## src/rtl/bilinear_csr_pkg.sv

```systemverilog
// Shared definitions for the bilinear downscale CSR initiator.
// Holds the CSR word map, CTRL/STATUS bit positions, the host FSM state
// encoding and the Q8.8 scale width, plus a helper that builds the CTRL
// base word from the latched job mode bits.
package bilinear_csr_pkg;

  localparam int Q_W = 16;  // Q8.8 inverse scale width

  // CSR word addresses
  localparam logic [3:0] A_CTRL     = 4'd0;
  localparam logic [3:0] A_STATUS   = 4'd1;
  localparam logic [3:0] A_SCALE_Q  = 4'd2;
  localparam logic [3:0] A_IN_WH    = 4'd3;
  localparam logic [3:0] A_OUT_WH   = 4'd4;
  localparam logic [3:0] A_PERF_CYC = 4'd5;
  localparam logic [3:0] A_PERF_PIX = 4'd6;

  // CTRL bits
  localparam int CTRL_EN        = 0;
  localparam int CTRL_START     = 1;
  localparam int CTRL_MODE      = 2;
  localparam int CTRL_STEP_MODE = 3;
  localparam int CTRL_STEP      = 4;

  // STATUS bits
  localparam int ST_BUSY     = 0;
  localparam int ST_DONE     = 1;
  localparam int ST_STEP_ACK = 3;

  typedef enum logic [3:0] {
    S_IDLE, S_WR_SCALE, S_WR_IN, S_WR_OUT, S_WR_START, S_ARM, S_POLL,
    S_STEP_SET, S_STEP_WAIT, S_STEP_CLR, S_RD_CYC, S_RD_PIX, S_RESULT, S_ABORT
  } state_t;

  typedef struct packed {
    logic           mode;
    logic           step_mode;
    logic [15:0]    in_w;
    logic [15:0]    in_h;
    logic [15:0]    out_w;
    logic [15:0]    out_h;
    logic [Q_W-1:0] inv_scale_q;
  } desc_t;

  // CTRL word with EN set and the job's mode bits; START/STEP are OR'd on top.
  function automatic logic [31:0] ctrl_base(input logic mode, input logic step_mode);
    logic [31:0] v;
    v                 = '0;
    v[CTRL_EN]        = 1'b1;
    v[CTRL_MODE]      = mode;
    v[CTRL_STEP_MODE] = step_mode;
    return v;
  endfunction

endpackage

```

## src/rtl/bilinear_csr_timeout.sv

```systemverilog
// Wait watchdog for the CSR host.
// Down-counter reloaded to TIMEOUT_CYC-1 by clr (and reset); decrements on
// each enabled cycle and flags expired once it has run out while enabled.
// Ports: clk, rst (async, active-high), clr (reload), en (count), expired.
module bilinear_csr_timeout #(
  parameter int TIMEOUT_CYC = 1_000_000
) (
  input  logic clk,
  input  logic rst,
  input  logic clr,
  input  logic en,
  output logic expired
);

  localparam int            TW   = $clog2(TIMEOUT_CYC + 1);
  localparam logic [TW-1:0] LOAD = TW'(TIMEOUT_CYC - 1);

  logic [TW-1:0] cnt;

  always_ff @(posedge clk or posedge rst) begin
    if (rst)                    cnt <= LOAD;
    else if (clr)               cnt <= LOAD;
    else if (en && cnt != '0)   cnt <= cnt - 1'b1;
  end

  assign expired = en && (cnt == '0);

endmodule

```

## src/rtl/bilinear_csr_host.sv

```systemverilog
// CSR initiator for the bilinear downscale accelerator.
// Accepts one job descriptor, writes SCALE_Q / IN_W_H / OUT_W_H / CTRL+START,
// waits for the run to go BUSY, polls STATUS for DONE (servicing STEP
// handshakes in stepping mode), then reads PERF_CYC / PERF_PIX and returns
// them with a one-cycle res_valid. Waits are bounded by a watchdog; on
// expiry CTRL is cleared and a zero result is returned with res_timeout.
// Ports:
//   clk, rst                       clock, async active-high reset
//   cmd_valid/cmd_ready, cmd_*     job descriptor handshake
//   step_req                       one-cycle step request (stepping mode)
//   busy                           not idle
//   res_valid, res_cycles, res_pixels, res_timeout   result
//   csr_we, csr_addr, csr_wdata    registered CSR write/address
//   csr_rdata                      combinational read data for csr_addr
module bilinear_csr_host
  import bilinear_csr_pkg::*;
#(
  parameter int TIMEOUT_CYC = 1_000_000,
  parameter int ARM_GUARD   = 2
) (
  input  logic           clk,
  input  logic           rst,
  input  logic           cmd_valid,
  output logic           cmd_ready,
  input  logic           cmd_mode,
  input  logic           cmd_step_mode,
  input  logic [15:0]    cmd_in_w,
  input  logic [15:0]    cmd_in_h,
  input  logic [15:0]    cmd_out_w,
  input  logic [15:0]    cmd_out_h,
  input  logic [Q_W-1:0] cmd_inv_scale_q,
  input  logic           step_req,
  output logic           busy,
  output logic           res_valid,
  output logic [31:0]    res_cycles,
  output logic [31:0]    res_pixels,
  output logic           res_timeout,
  output logic           csr_we,
  output logic [3:0]     csr_addr,
  output logic [31:0]    csr_wdata,
  input  logic [31:0]    csr_rdata
);

  localparam int AGW = (ARM_GUARD > 0) ? $clog2(ARM_GUARD + 1) : 1;

  localparam logic [31:0] START_M = 32'(1) << CTRL_START;
  localparam logic [31:0] STEP_M  = 32'(1) << CTRL_STEP;

  state_t          state, nxt;
  desc_t           desc;
  logic [AGW-1:0]  guard;
  logic            accept;
  logic            tmo_en, tmo_exp;
  logic [31:0]     base;

  assign accept = cmd_valid && cmd_ready;
  assign base   = ctrl_base(desc.mode, desc.step_mode);

  // Watchdog runs only while waiting on hardware: ARM past the guard,
  // STEP_WAIT, and POLL when no software stepping is involved.
  assign tmo_en = (state == S_ARM && guard == '0) ||
                  (state == S_STEP_WAIT) ||
                  (state == S_POLL && !desc.step_mode);

  bilinear_csr_timeout #(.TIMEOUT_CYC(TIMEOUT_CYC)) u_tmo (
    .clk     (clk),
    .rst     (rst),
    .clr     (nxt != state),
    .en      (tmo_en),
    .expired (tmo_exp)
  );

  always_comb begin
    nxt = state;
    unique case (state)
      S_IDLE:      if (accept) nxt = S_WR_SCALE;
      S_WR_SCALE:  nxt = S_WR_IN;
      S_WR_IN:     nxt = S_WR_OUT;
      S_WR_OUT:    nxt = S_WR_START;
      S_WR_START:  nxt = S_ARM;
      // Only BUSY matters here: DONE may still be set from the last run.
      S_ARM: if (guard == '0) begin
        if (csr_rdata[ST_BUSY]) nxt = S_POLL;
        else if (tmo_exp)       nxt = S_ABORT;
      end
      S_POLL: begin
        if (csr_rdata[ST_DONE])               nxt = S_RD_CYC;
        else if (desc.step_mode && step_req)  nxt = S_STEP_SET;
        else if (tmo_exp)                     nxt = S_ABORT;
      end
      S_STEP_SET:  nxt = S_STEP_WAIT;
      S_STEP_WAIT: begin
        if (csr_rdata[ST_STEP_ACK]) nxt = S_STEP_CLR;
        else if (tmo_exp)           nxt = S_ABORT;
      end
      S_STEP_CLR:  nxt = S_POLL;
      S_RD_CYC:    nxt = S_RD_PIX;
      S_RD_PIX:    nxt = S_RESULT;
      S_RESULT:    nxt = S_IDLE;
      S_ABORT:     nxt = S_RESULT;
      default:     nxt = S_IDLE;
    endcase
  end

  // State and all outputs are registered from the next state so the CSR
  // bus presents each state's access during the cycle the state is held.
  always_ff @(posedge clk or posedge rst) begin
    if (rst) begin
      state       <= S_IDLE;
      desc        <= '0;
      guard       <= '0;
      cmd_ready   <= 1'b1;
      busy        <= 1'b0;
      res_valid   <= 1'b0;
      res_cycles  <= '0;
      res_pixels  <= '0;
      res_timeout <= 1'b0;
      csr_we      <= 1'b0;
      csr_addr    <= A_STATUS;
      csr_wdata   <= '0;
    end else begin
      state     <= nxt;
      cmd_ready <= (nxt == S_IDLE);
      busy      <= (nxt != S_IDLE);
      res_valid <= (nxt == S_RESULT);

      csr_we    <= 1'b0;
      csr_addr  <= A_STATUS;
      csr_wdata <= '0;
      unique case (nxt)
        S_WR_SCALE: begin  // entered only on accept, so use the live command
          csr_we    <= 1'b1;
          csr_addr  <= A_SCALE_Q;
          csr_wdata <= 32'(cmd_inv_scale_q);
        end
        S_WR_IN: begin
          csr_we    <= 1'b1;
          csr_addr  <= A_IN_WH;
          csr_wdata <= {desc.in_w, desc.in_h};
        end
        S_WR_OUT: begin
          csr_we    <= 1'b1;
          csr_addr  <= A_OUT_WH;
          csr_wdata <= {desc.out_w, desc.out_h};
        end
        S_WR_START: begin
          csr_we    <= 1'b1;
          csr_addr  <= A_CTRL;
          csr_wdata <= base | START_M;
        end
        S_STEP_SET: begin
          csr_we    <= 1'b1;
          csr_addr  <= A_CTRL;
          csr_wdata <= base | STEP_M;
        end
        S_STEP_CLR: begin
          csr_we    <= 1'b1;
          csr_addr  <= A_CTRL;
          csr_wdata <= base;
        end
        S_ABORT: begin
          csr_we    <= 1'b1;
          csr_addr  <= A_CTRL;
        end
        S_RD_CYC:   csr_addr <= A_PERF_CYC;
        S_RD_PIX:   csr_addr <= A_PERF_PIX;
        default: ;
      endcase

      if (state == S_IDLE && accept) begin
        desc.mode        <= cmd_mode;
        desc.step_mode   <= cmd_step_mode;
        desc.in_w        <= cmd_in_w;
        desc.in_h        <= cmd_in_h;
        desc.out_w       <= cmd_out_w;
        desc.out_h       <= cmd_out_h;
        desc.inv_scale_q <= cmd_inv_scale_q;
        res_cycles       <= '0;
        res_pixels       <= '0;
        res_timeout      <= 1'b0;
      end

      if (state == S_RD_CYC) res_cycles <= csr_rdata;
      if (state == S_RD_PIX) res_pixels <= csr_rdata;
      if (state == S_ABORT) begin
        res_timeout <= 1'b1;
        res_cycles  <= '0;
        res_pixels  <= '0;
      end

      if (nxt == S_ARM && state != S_ARM)   guard <= AGW'(ARM_GUARD);
      else if (state == S_ARM && guard != '0) guard <= guard - 1'b1;
    end
  end

endmodule

```

## config.mk

```make
export PLATFORM = sky130hd
export DESIGN_NAME = bilinear_csr_host
export DESIGN_NICKNAME = d
export VERILOG_FILES = /design/src/rtl/bilinear_csr_pkg.sv /design/src/rtl/bilinear_csr_timeout.sv /design/src/rtl/bilinear_csr_host.sv
export SDC_FILE = /design/constraint.sdc
export NUM_CORES = 1
export LEC_CHECK = 0
export ABC_AREA = 1
export BUFFER_PORTS_ARGS = -buffer_cell sky130_fd_sc_hd__buf_2
export CORE_UTILIZATION = 42
export CTS_BUF_LIST = sky130_fd_sc_hd__clkbuf_4
export CTS_CLUSTER_DIAMETER = 40
export DETAILED_ROUTE_END_ITERATION = 8
export MAX_ROUTING_LAYER = met4
export PLACE_DENSITY = 0.69
export SYNTH_ARGS = -nofsm -noshare
export SYNTH_HDL_FRONTEND = slang
export SYNTH_SLANG_ARGS = --single-unit
export TNS_END_PERCENT = 30
```

## constraint.sdc

```tcl
create_clock -name clk -period 5.56 [get_ports clk]
set_clock_uncertainty 0.15 [all_clocks]
set_input_delay 0.278 -clock clk [delete_from_list [all_inputs] [get_ports clk]]
set_output_delay 0.278 -clock clk [all_outputs]
set_load 0.05 [all_outputs]
```

== Word-level counts from Yosys, hierarchy flattened ==
Cells that the tools add are included.

* Register bits after elaboration: 197
* Bits in latches: 0
* Bits in writable memories: 0
* Memory bits (read-only): 0
* Input port bits: 118
* Output and inout port bits: 105
* Memories kept: 0

* $add $sub $neg: 2
* $mul: 0
* Div/mod/pow operators: 0
* $lt $le $gt $ge: 0
* Equal/unequal tests: 25
* Shift operators: 0
* Muxes and demuxes: 22
* Bitwise gates (word level): 0
* Reduce and logical (&&, ||, !) cells: 27

{| class="wikitable"
|+ Operator list
! kind !! count
|-
| $pmux W32 S6 || 1
|-
| $mux W32 || 5
|-
| $pmux W4 S12 || 1
|-
| $eq A4 B4 Y1 const B || 10
|-
| $mux W20 || 2
|-
| $eq A4 B3 Y1 const B || 7
|-
| $mux W4 || 7
|-
| $logic_not A20 Y1 || 1
|-
| $reduce_bool A20 Y1 || 1
|-
| $sub A20 B1 Y20 const B || 1
|-
| $pmux W3 S6 || 1
|-
| $eq A4 B2 Y1 const B || 4
|-
| $logic_and A1 B1 Y1 || 9
|-
| $eq A4 B1 Y1 const B || 2
|-
| $logic_not A4 Y1 || 2
|-
| $reduce_bool A2 Y1 || 4
|-
| $reduce_or A7 Y1 || 1
|-
| $reduce_bool A3 Y1 || 2
|-
| $mux W2 || 2
|-
| $ne A4 B3 Y1 const B || 1
|-
| $ne A4 B4 Y1 || 1
|-
| $reduce_bool A4 Y1 || 1
|-
| $reduce_or A4 Y1 || 1
|-
| $mux W1 || 3
|-
| 5 further kinds || 6
|}

== Depth between registers and ports, before layout ==
* Word-level depth: 12
* Depth in mapped cells: 14
* Depth with buffers taken out: 14

== Modules after synthesis ==
A second synthesis with hierarchy kept.

* Cells, all modules: 1,001
* Area, all modules: 8,592.0 um2

{| class="wikitable"
|+ By module, submodules not included
! module !! times used !! cells an instance !! area each (um2) !! seq. area each (um2)
|-
| bilinear_csr_host || 1 || 789 || 7,176.9 || 4,406.7
|-
| bilinear_csr_timeout || 1 || 212 || 1,415.1 || 515.5
|}

== Worst setup path after synthesis ==
Ideal clock, no wire load.

* Kind: reg-to-reg
* From: register cmd_ready
* To: register desc[40] (netlist name)
* Library setup time: 83 ps
* Arrival: 1,740 ps
* Required time: 5,327 ps
* Slack: 3,588 ps
* Stages on the path, launching flop included: 9
* Buffers on the path: 2
* Period minus slack after synthesis: 1,972 ps
* Path through: dfstp_2 -> nand2_1 -> inv_1 -> nand3_1 -> inv_1 -> clkbuf_1 -> clkbuf_1 -> nand2_1 -> o21ai_0

* Word-level cells in the longest chain between the ends: 2

{| class="wikitable"
|+ Ends and longest elaborated chain
! item !! line !! RTL
|-
| from (decl) || bilinear_csr_host.sv:24 || <nowiki>output logic cmd_ready,</nowiki>
|-
| from (signal assigned) || bilinear_csr_host.sv:123 || <nowiki>cmd_ready <= (nxt == S_IDLE);</nowiki>
|-
| $logic_and A1 B1 Y1 || bilinear_csr_host.sv:56 || <nowiki>assign accept = cmd_valid && cmd_ready;</nowiki>
|-
| $logic_and A1 B1 Y1 || bilinear_csr_host.sv:170 || <nowiki>if (state == S_IDLE && accept) begin</nowiki>
|-
| to (decl) || bilinear_csr_host.sv:50 || <nowiki>desc_t desc;</nowiki>
|}

Every way passes these cells.
A chain may end at the register's enable or synchronous reset.

== Final worst setup path ==
* From: register state[0]
* To: register desc[46] (netlist name)

* Word-level cells in the longest chain between the ends: 2

{| class="wikitable"
|+ Ends and longest elaborated chain
! item !! line !! RTL
|-
| from (decl) || bilinear_csr_host.sv:49 || <nowiki>state_t state, nxt;</nowiki>
|-
| from (signal assigned) || bilinear_csr_host.sv:122 || <nowiki>state <= nxt;</nowiki>
|-
| $logic_not A4 Y1 || bilinear_csr_host.sv:170 ||
|-
| $logic_and A1 B1 Y1 || bilinear_csr_host.sv:170 ||
|}

Every way passes these cells.

==> impl_metrics.toml <==
[layout]
ff_latch_area_um2 = 4920
final_util_pct = 57.7
fill_cells = 1688
area_growth_pct = 33.7
final_nets = 1350
multiInputGateArea_um2 = 2480
drive_above_1_share_pct = 23.9
fin_cells = 1502

[floorplanning]
initial_core_util_pct = 43.2
core-area_um2 = 18900
die_x_um = 141
num_rows = 50
die_area_um2 = 20000
die_y_um = 141
ios = 223

[global_route]
grt_overflow = 0
antenna_found_initial = 1
grt_max_degree = 197
grt_pass1_wl_um = 34500
grt_pass1_vias = 7112
grt.total_usage_pct = 22.6

[power]
seqPwrFrac_pct = 39.2
irDropWorstVdd_uv = 223
cellPowerDensity_nw_per_um2 = 518
p_comb_share_pct = 47.9
clock_power_share_pct = 12.9
p_sw_mw = 2.77
power.internal_mw = 2.87
power.static_leakage_nw = 5.86
sw_frac_of_total_pct = 49.1

[timing]
finalCritPeriodShare_pct = 59.7
clock.fmax_ghz = 0.301
tns_ns = 0
finalSetupViolations = 0
holdWs_ns = 0.165
tightest_slew_ns = 1.03
setup_slack_ns = 2.24
fin_crit_ns = 3.32
timing_hold_violations_final = 0
relSlewSlack_pct = 31.0
rsz0062_at_grt = "false"
drv_slew = 0

[setup_path]
crit_path_end_kind = "register"
worstSetupPathType = "reg2reg"
arrival_ns = 3.64
start_kind = "register"
cp_max_fo = 60
required_ns = 5.88

[detailed_routing]
drt_iter0_markers = 425
routed-via-count = 7137
avgRoutedWirePerCell_um = 14.3
routed_via_density = 4.75
postRouteWirelength_um = 21400
drt-pass1-iter-count = 5
ant_nets = 0
drcViolationCount = 0

[placed_design]
placedCellCount = 1355
io_buffers = 221
place_worst_setup_slack_ns = 2.28
post-dp-hpwl_um = 13400
gp_congestion = 0.911

[clocking]
clock-sinks = 196
clkLatencyLatePin_ns = 0.57
cts-buffers-inserted = 17
cts_hold_buffers = 115
cts_root_buffer = "clkbuf_4"
cts_setup_buffers = 0
cts.path.max_buffers = 2
clk_pin_slew_ns = 0.16
cts_tree = "built"
cts_resized = 0
htreeDepth = 4

[yosys]
seq_area_frac_synth_pct = 60.3
async_flop_share_pct = 100
synth_area_per_cell_um2 = 9.00
synth_edf_count = 0
yosysUniqueCellTypes = 36
postSynthCellCount = 906
syn_nets = 1027
syn_area_um2 = 8160
yosysWarnings = 0
ys_ff_latch = 196
synthFlopType = "dfrtp_1"

[outcome]
outcome = "finished clean"

[hold_path]
min_path_type = "in2reg"

[run]
drv_cap = 0
-- critical path: stages, from the launching register on --
cell and delay (ns):
dfrtp_1 0.49, nor2_1 0.22, nand3_2 0.72, clkinv_2 0.88, buf_4 0.53, nand2_1 0.11
o21ai_0 0.10
-- kinds of logic after synthesis --
logic type / Yosys count / synth area share [%]
DFF: 196 / 60.3
xor gates and xnor gates: 12 / 1.29
other: 1 / 0.0460
buffers and inverters: 200 / 9.37
and+or+nand+nor: 359 / 18.5
adders and majority gates: 3 / 0.460
AOI/OAI and AO/OA: 135 / 9.97
-- final cells by class --
type                            instances  area share, %
Sequential cell                       196           45.1
Multi-Input combinational cell        510           22.7
Timing Repair Buffer                  341           21.2
Inverter                              163           5.66
Tap cell                              260           2.98
Clock buffer                           18           1.24
Clock inverter                         13           1.11
Antenna cell                            1         0.0229
-- synthesized netlist by cell type, types with 6 or more instances --
library cell / number / area, µm²
dfstp_2: 14 / 368
xor2_1: 9 / 78.8
clkbuf_1: 27 / 101
nand4_1: 19 / 119
o22ai_1: 80 / 500
nor2_1: 44 / 165
nand3_1: 31 / 155
dfrtp_1: 182 / 4550
inv_1: 156 / 586
a22oi_1: 8 / 60.1
inv_2: 6 / 22.5
o21ai_0: 36 / 180
nand2_2: 8 / 50.1
nand2_1: 239 / 897
-- cells in the final DEF (no fill, tap or decap), types with 8 or more instances in the layout --
cell / instances
a22oi_1: 8
buf_2: 221
clkbuf_4: 18
dfrtp_1: 182
dfstp_2: 14
dlygate4sd3_1: 115
inv_1: 154
nand2_1: 239
nand2_2: 8
nand3_1: 30
nand4_1: 19
nor2_1: 44
o21ai_0: 36
o22ai_1: 80
xor2_1: 9
-- stage by stage --
stage / cell area [µm²] / power, mW
6_report: 10900 / 5.65
5_1_grt: 10900 / 5.99
4_1_cts: 10900 / 5.68
3_5_place_dp: 9500 / 4.88
3_3_place_gp: 9500 / 4.84
2_1_floorplan: 8160 / 4.22
-- path summary, 6_finish.rpt --
check                                 start             end  slack (ns)  depth (start not counted)
worst max-delay path               state[0]        desc[46]        2.24                          6
worst min-delay path               step_req    csr_wdata[4]        0.17                          5
worst max register to register     state[0]        desc[46]        2.24                          6
worst min register to register  res_timeout     res_timeout        0.34                          2
max in group asynchronous               rst   u_tmo.cnt[15]        4.11                          4
min in group asynchronous               rst  res_cycles[17]        0.41                          4
-- metal layers --
layer  GRT usage, %  part of all wire [%]  vias to the layer above
met3           4.39                   5.1                       36
met1           29.0                    45                     3356
met2           36.2                    48                      233
met4           7.49                   2.0                        0
li1               -                     -                     3512
met5              -                     0                        -
-- registers in the layout, indices dropped and copies added (netlist names) --
name,flops
desc,64
csr_wdata,32
res_cycles,32
res_pixels,32
u_tmo.cnt,20
state,4
csr_addr,3
base,2
guard,2
busy,1
cmd_ready,1
csr_we,1
res_timeout,1
res_valid,1
-- power by group through the flow --
stage | logic (mW) | clock network [mW] | registers (mW)
after detailed placement | 2.65 | 0 | 2.24
after global placement | 2.61 | 0 | 2.23
after floorplan | 0.950 | 0 | 3.27
after CTS | 2.71 | 0.758 | 2.21
after global routing | 2.91 | 0.808 | 2.27
final | 2.70 | 0.728 | 2.21
Power figures use the tool's default switching activity.
